**src/rtl/pipe_pkg.sv**
```systemverilog
// Shared definitions for the inter-stage pipeline registers: occupancy states,
// per-boundary payload widths and a small occupancy helper.
package pipe_pkg;

    typedef enum logic [1:0] {
        PIPE_EMPTY = 2'd0,
        PIPE_BUSY  = 2'd1,
        PIPE_FULL  = 2'd2
    } pipe_state_e;

    // Field widths that make up each stage boundary bus.
    localparam int XLEN       = 32;
    localparam int INSTR_W    = 32;
    localparam int REG_IDX_W  = 5;
    localparam int ALU_OP_W   = 5;
    localparam int MEM_CTRL_W = 4;

    localparam int IF_ID_W  = XLEN + INSTR_W;
    localparam int ID_EX_W  = XLEN + 2 * XLEN + REG_IDX_W + ALU_OP_W + MEM_CTRL_W;
    localparam int EX_MEM_W = XLEN + XLEN + REG_IDX_W + MEM_CTRL_W;
    localparam int MEM_WB_W = XLEN + REG_IDX_W + 1;

    function automatic logic [1:0] entry_count(input logic main_v, input logic skid_v);
        return {1'b0, main_v} + {1'b0, skid_v};
    endfunction

endpackage

```
**src/rtl/pipe_skid_ctrl.sv**
```systemverilog
// Occupancy control for one pipeline stage: tracks MAIN/SKID validity, drives
// upstream ready and tells the datapath which register to load.
module pipe_skid_ctrl
    import pipe_pkg::*;
#(
    parameter bit SKID_EN = 1'b1
) (
    input  logic       clk_i,
    input  logic       rst_n_i,
    input  logic       flush_i,
    input  logic       pin_valid_i,
    input  logic       pout_ready_i,
    output logic       pin_ready_o,
    output logic       main_v_o,
    output logic [1:0] count_o,
    output logic       ld_main_in,
    output logic       ld_main_skid,
    output logic       ld_skid
);

    pipe_state_e state_q, state_d;
    logic        main_v;
    logic        skid_v;
    logic        in_fire;
    logic        out_fire;

    assign main_v   = (state_q != PIPE_EMPTY);
    assign in_fire  = pin_valid_i & pin_ready_o;
    assign out_fire = main_v & pout_ready_i;

    // With a skid entry, ready comes straight off a flop so pout_ready_i never
    // reaches pin_ready_o; without one, ready is the legacy combinational form.
    generate
        if (SKID_EN) begin : g_skid
            logic ready_q;

            always_ff @(posedge clk_i or negedge rst_n_i) begin
                if (!rst_n_i) ready_q <= 1'b1;
                else          ready_q <= (state_d != PIPE_FULL);
            end

            assign skid_v      = (state_q == PIPE_FULL);
            assign pin_ready_o = ready_q;
        end else begin : g_noskid
            assign skid_v      = 1'b0;
            assign pin_ready_o = !main_v | pout_ready_i;
        end
    endgenerate

    always_ff @(posedge clk_i or negedge rst_n_i) begin
        if (!rst_n_i) state_q <= PIPE_EMPTY;
        else          state_q <= state_d;
    end

    always_comb begin
        state_d      = state_q;
        ld_main_in   = 1'b0;
        ld_main_skid = 1'b0;
        ld_skid      = 1'b0;
        case (state_q)
            PIPE_EMPTY: begin
                if (in_fire) begin
                    state_d    = PIPE_BUSY;
                    ld_main_in = 1'b1;
                end
            end
            PIPE_BUSY: begin
                if (in_fire && out_fire) begin
                    ld_main_in = 1'b1;
                end else if (in_fire) begin
                    state_d = PIPE_FULL;
                    ld_skid = 1'b1;
                end else if (out_fire) begin
                    state_d = PIPE_EMPTY;
                end
            end
            PIPE_FULL: begin
                if (out_fire) begin
                    state_d      = PIPE_BUSY;
                    ld_main_skid = 1'b1;
                end
            end
            default: state_d = PIPE_EMPTY;
        endcase
        // Flush wins; a same-cycle out_fire has still been seen downstream.
        if (flush_i) begin
            state_d      = PIPE_EMPTY;
            ld_main_in   = 1'b0;
            ld_main_skid = 1'b0;
            ld_skid      = 1'b0;
        end
    end

    assign main_v_o = main_v;
    assign count_o  = entry_count(main_v, skid_v);

endmodule

```
**src/rtl/pipe_skid_stage.sv**
```systemverilog
// Pipeline stage register with valid/ready handshake and optional skid entry;
// holds only the payload registers, control lives in pipe_skid_ctrl.
module pipe_skid_stage
    import pipe_pkg::*;
#(
    parameter int WIDTH   = 64,
    parameter bit SKID_EN = 1'b1
) (
    input  logic             clk_i,
    input  logic             rst_n_i,
    input  logic             flush_i,
    input  logic             pin_valid_i,
    output logic             pin_ready_o,
    input  logic [WIDTH-1:0] pin_data_i,
    output logic             pout_valid_o,
    input  logic             pout_ready_i,
    output logic [WIDTH-1:0] pout_data_o,
    output logic [1:0]       count_o
);

    logic             main_v;
    logic             ld_main_in;
    logic             ld_main_skid;
    logic             ld_skid;
    logic [WIDTH-1:0] main_q;
    logic [WIDTH-1:0] skid_q;

    pipe_skid_ctrl #(
        .SKID_EN (SKID_EN)
    ) u_ctrl (
        .clk_i        (clk_i),
        .rst_n_i      (rst_n_i),
        .flush_i      (flush_i),
        .pin_valid_i  (pin_valid_i),
        .pout_ready_i (pout_ready_i),
        .pin_ready_o  (pin_ready_o),
        .main_v_o     (main_v),
        .count_o      (count_o),
        .ld_main_in   (ld_main_in),
        .ld_main_skid (ld_main_skid),
        .ld_skid      (ld_skid)
    );

    // MAIN refills either from the input or, when draining FULL, from SKID.
    always_ff @(posedge clk_i or negedge rst_n_i) begin
        if (!rst_n_i)          main_q <= '0;
        else if (ld_main_in)   main_q <= pin_data_i;
        else if (ld_main_skid) main_q <= skid_q;
    end

    always_ff @(posedge clk_i or negedge rst_n_i) begin
        if (!rst_n_i)     skid_q <= '0;
        else if (ld_skid) skid_q <= pin_data_i;
    end

    assign pout_valid_o = main_v;
    assign pout_data_o  = main_q;

endmodule
```
**config.mk**
```make
export PLATFORM = sky130hd
export DESIGN_NAME = pipe_skid_stage
export DESIGN_NICKNAME = d
export VERILOG_FILES = /design/src/rtl/pipe_pkg.sv /design/src/rtl/pipe_skid_ctrl.sv /design/src/rtl/pipe_skid_stage.sv
export SDC_FILE = /design/constraint.sdc
export NUM_CORES = 1
export LEC_CHECK = 0
export BUFFER_PORTS_ARGS = -buffer_cell sky130_fd_sc_hd__buf_4
export CAP_MARGIN = 20
export CORE_MARGIN = 8
export CORE_UTILIZATION = 57
export CTS_BUF_LIST = sky130_fd_sc_hd__clkbuf_16
export CTS_CLUSTER_SIZE = 12
export DETAILED_ROUTE_END_ITERATION = 8
export GPL_ROUTABILITY_DRIVEN = 0
export PLACE_DENSITY = 0.85
export RECOVER_POWER = 25
export SLEW_MARGIN = 25
export SYNTH_ARGS = -nofsm -noshare
export SYNTH_HDL_FRONTEND = slang
export SYNTH_HIERARCHICAL = 1
export SYNTH_SLANG_ARGS = --single-unit
```
**constraint.sdc**
```tcl
create_clock -name clk_i -period 4.02 [get_ports clk_i]
set_clock_uncertainty 0.15 [all_clocks]
set_input_delay 1.206 -clock clk_i [delete_from_list [all_inputs] [get_ports clk_i]]
set_output_delay 1.206 -clock clk_i [all_outputs]
set_load 0.005 [all_outputs]
```
**Yosys cells after proc, flatten, opt, wreduce, memory -nomap -nowiden**

Cells that the tools add are included.

- Register bits: 131
- Bits of input ports: 69

- Eq/ne operators: 3
- Bitwise logic cells: 2
- Muxes and demuxes: 19
- Reduce and logical (&&, ||, !) cells: 4
- Add/sub/neg operators: 1

Operator list:

| operator | count |
|---|---|
| $mux W64 | 2 |
| $mux W2 | 6 |
| $mux W1 | 9 |
| $pmux W2 S3 | 1 |
| $reduce_bool A2 Y1 | 2 |
| $add A1 B1 Y2 | 1 |
| $and A1 B1 Y1 | 2 |
| $eq A2 B1 Y1 const B | 1 |
| $eq A2 B2 Y1 const B | 1 |
| $logic_not A2 Y1 | 1 |
| $ne A2 B2 Y1 const B | 1 |
| $pmux W1 S2 | 1 |
| $logic_and A1 B1 Y1 | 1 |

**Depth between registers and ports, before layout**

- Word-level depth: 8
- Mapped depth: 7
- Depth with buffers taken out: 5

**Modules after synthesis**

Netlist, hierarchy kept.

By module, submodules not included:

| module | sequential area each (um^2) | cells each | area each (um^2) | times used |
|---|---|---|---|---|
| pipe_skid_stage | 3203.1 | 412 | 5366.4 | 1 |
| pipe_skid_ctrl | 76.3 | 20 | 181.4 | 1 |

**Least setup slack after synthesis**

OpenSTA, ideal clock, no wires.

- Path type: input -> register
- From: in pout_ready_i
- To: reg main_q[10], in the netlist pout_data_o[10]
- Data arrival time: 2.151 ns
- Data required time: 3.738 ns
- Stages on the path: 5
- Slack: 1.586 ns
- Cells stage by stage: nand2b_1 > nor4b_1 > buf_4 > clkbuf_1 > o21ai_1

- Word-level cells in the longest chain between the ends: 6
- Elaborated cells between the ends (all ways): 10
- Those cells by class: mux (7); bitwise (1); reduce/logical (2)

Ends and longest elaborated chain:

| item | line | source |
|---|---|---|
| from (decl) | pipe_skid_stage.sv:16 | `input logic pout_ready_i,` |
| $and A1 B1 Y1 * | pipe_skid_ctrl.sv:29 | `assign out_fire = main_v & pout_ready_i;` |
| $logic_and A1 B1 Y1 * | pipe_skid_ctrl.sv:68 | `if (in_fire && out_fire) begin` |
| $mux W1 * | pipe_skid_ctrl.sv:68 |  |
| $pmux W1 S2 * | pipe_skid_ctrl.sv:60 | `case (state_q)` |
| $mux W1 * | pipe_skid_ctrl.sv:86 | `if (flush_i) begin` |
| named net ld_main_in | pipe_skid_stage.sv:22 | `logic ld_main_in;` |
| $mux W64 / $reduce_bool A2 Y1 (equally long branches) | n/a |  |
| to (signal assigned) | pipe_skid_stage.sv:47 | `else if (ld_main_in) main_q <= pin_data_i;` |
| to (signal assigned) | pipe_skid_stage.sv:48 | `else if (ld_main_skid) main_q <= skid_q;` |
| to (decl) | pipe_skid_stage.sv:25 | `logic [WIDTH-1:0] main_q;` |

Mark *: on every way through the listed nets, which the timed path passes. The rest lies on a longest branch.
A chain may end at the register's enable or synchronous reset.

==> metrics.txt <==
run status complete, but fails checks; violated checks capacitance limit, slew limit; number of standard-cell rows in the floorplan 36; wire length of the first global-routing pass 20.1 mm; final max-slew violation count 36; Via density 5.35; cells along the critical path clkbuf_1 > buf_4; share of the synthesized area in the top cell type 58.6%; Die ar. 13100 um2; leftover overflow at the end of global routing 0; total buffers and inverters traversed by the critical path 2; upper clock frequency limit 351 MHz; wire length after detailed routing 12.5 mm; mean instance size in the synthesized netlist 12.8 um2; clock sinks 131; summed negative setup slack over all endpoints 0 ns; drt first-iter violations 206; number of nets at the end of the flow 633; leading area contributor after synthesis sky130_fd_sc_hd__dfrtp_1; root buffer selected by CTS sky130_fd_sc_hd__clkbuf_16; maximum fanout count along the critical path 36; headroom to the max-slew limit -34.1%; total count of hold-check failures in the final report 0; class of the most critical hold timing path reg -> reg; I/O pin cnt 137; category of the worst setup path capture point asynchronous set/reset pin; worst setup path class in -> async; arrival time of data at the critical path endpoint 3.24 ns; Worst VDD drop 355 uV; routed length per placed instance 17.6 um; transition at the pin with the smallest max-transition slack 2.01 ns; Hold Buf Count CTS 0; setup slack of the worst register-to-register path 2.03 ns; HPWL reported at the end of detailed placement 8.17 mm; pin count of the biggest net entering global routing 129; minimum period implied by the final worst setup slack 2.85 ns; power per unit of standard cell area 581 nW/um2; proportion of layout cells with a drive suffix above 1 41.0%; All-Layer GR Usage 19.6%; number of antenna violations at the first check in global routing 0; Unique masters post-synth 23; setup-violating endpoint count in the final report 0; clock tree buffer depth 2; initial core utilization 57.8%; sequential cell area fraction in the yosys report 59.1%; antenna-violating nets left 0; setup repair after global routing missed its margin no; length of routed met3 wiring 908 um; total of max-cap violations 1; Setup Buffers After CTS 0; area of the placeable core 9590 um2; synth warn 6; clk_lat worst skew 0.41 ns; Port-buffer cells 136; Final Instance Area 7240 um2; slowest library cell on the worst path sky130_fd_sc_hd__clkbuf_1; hold slack 0.356 ns; Power Total 0.00421 W; wire length on met2 6.25 mm; crit path launch type primary input; clock-pin slew on the worst setup and hold paths 0.05 ns; TritonCTS clock tree done; die height 115 um; post-CTS sizing 0; vias in the first global route 4083; total number of vias 3793; Final Cycle Share 70.9%; DRC 0; Cell Area, Placed 6600 um2; DP Cell Count 678; Initial DRT Pass Iterations 5; combined area of all synthesized cells 5550 um2; clock buffer count from CTS 17; total of flip-flops plus latches after synthesis 131; Die Wd 115 um; Met1 Routed Length 5.22 mm; number of standard cells in the final layout excluding fillers 709; Crit path max-delay family buffers and inverters; layout-stage area growth over the synthesis result 30.5%; number of instances in the synthesized netlist 432; H-tree lvl count 4; top routing layer used met4; Worst path max stage delay 1.41 ns; main area contributors after synthesis sky130_fd_sc_hd__dfrtp_1 (59%), sky130_fd_sc_hd__mux2_2 (13%), sky130_fd_sc_hd__mux2i_1 (12%); leakage 3.20 nW; Req. time, crit path 4.41 ns; number of diodes added for antenna fixing 0; Synthesized Nets 501
## metrics by stage
step | setup WS (ns) | utilization (%)
final | 1.17 | 75.4
after global routing | 0.772 | 75.4
after CTS | 1.34 | 75.5
after detailed placement | 1.28 | 68.8
after global placement | 1.36 | 68.8
after floorplan | 1.59 | -
## layer usage
metal,vias up,track usage (%)
li1,1761,-
met1,1888,23.6
met2,136,32.1
met3,8,6.70
met4,0,6.74
met5,-,0
## power by group
group | switching [W] | internal (W)
clock | 0.000533 | 0.00115
sequential | 0.000187 | 0.00164
combinational | 0.000271 | 0.000425
## final cells by class
class | instances | area, um2
inverters | 1 | 3.75
flip-flops and latches | 131 | 3280
well taps | 133 | 166
clock inverters | 14 | 216
clock buffers | 17 | 425
multi-input cells | 271 | 2040
repair buffers | 142 | 1110
fillers | 640 | 2360
## synth_stat cells, drive strengths merged
library cell,count
buf,19
clkbuf,10
dfrtp,130
dfstp,1
inv,1
mux2,64
mux2i,64
nand2,66
nand2b,1
nand4b,1
nor2,2
nor2b,1
nor3,1
nor4b,1
o21a,1
o21ai,65
o22ai,1
or2,2
xnor2,1
## flip-flops by register name, indices dropped and copies added (netlist names)
name and count:
pout_data_o 64, u_ctrl/state_q 2, u_ctrl/pin_ready_o 1, skid_q 64
## worst reg2reg max path, stage by stage, from the launching register on
cell and delay (ns):
sky130_fd_sc_hd__dfstp_2 0.54, sky130_fd_sc_hd__nand4b_1 0.15, sky130_fd_sc_hd__nor3_2 0.23, sky130_fd_sc_hd__buf_12 0.36, sky130_fd_sc_hd__mux2_2 0.45
## path summary, 6_finish.rpt
check,endpoint,cells after the start,start
setup reg to reg,skid_q[29],4,u_ctrl/pin_ready_o
hold / removal,skid_q[16],1,skid_q[16]
hold reg to reg,skid_q[16],1,skid_q[16]
setup / recovery,skid_q[18],2,rst_n_i
min in group asynchronous,pout_data_o[53],1,rst_n_i
max in group clk_i,pout_valid_o,2,u_ctrl/state_q[0]
## placed cells by master, fill, tap and decap left out, drive strengths merged
cell type / netlist / routed
o21ai: 65 / 65
clkbuf: 10 / 20
nor2: 2 / 2
nor4b: 1 / 1
o22ai: 1 / 1
nor3: 1 / 1
mux2: 64 / 64
o21a: 1 / 1
nand2: 66 / 66
inv: 1 / 1
bufinv: 0 / 6
mux2i: 64 / 64
nor2b: 1 / 1
nand2b: 1 / 1
buf: 19 / 139
xnor2: 1 / 1
nand4b: 1 / 1
or2: 2 / 2
dfrtp: 130 / 130
dfstp: 1 / 1
clkinv: 0 / 8
## kinds of logic after synthesis
family	count (synthesis)	synth area share [%]
flops	131	59.1
mux	128	24.5
simple gates	75	5.59
compound gates	67	6.11
buf+inv	30	4.49
xor+xnor	1	0.158
Power figures use the tool's default switching activity.
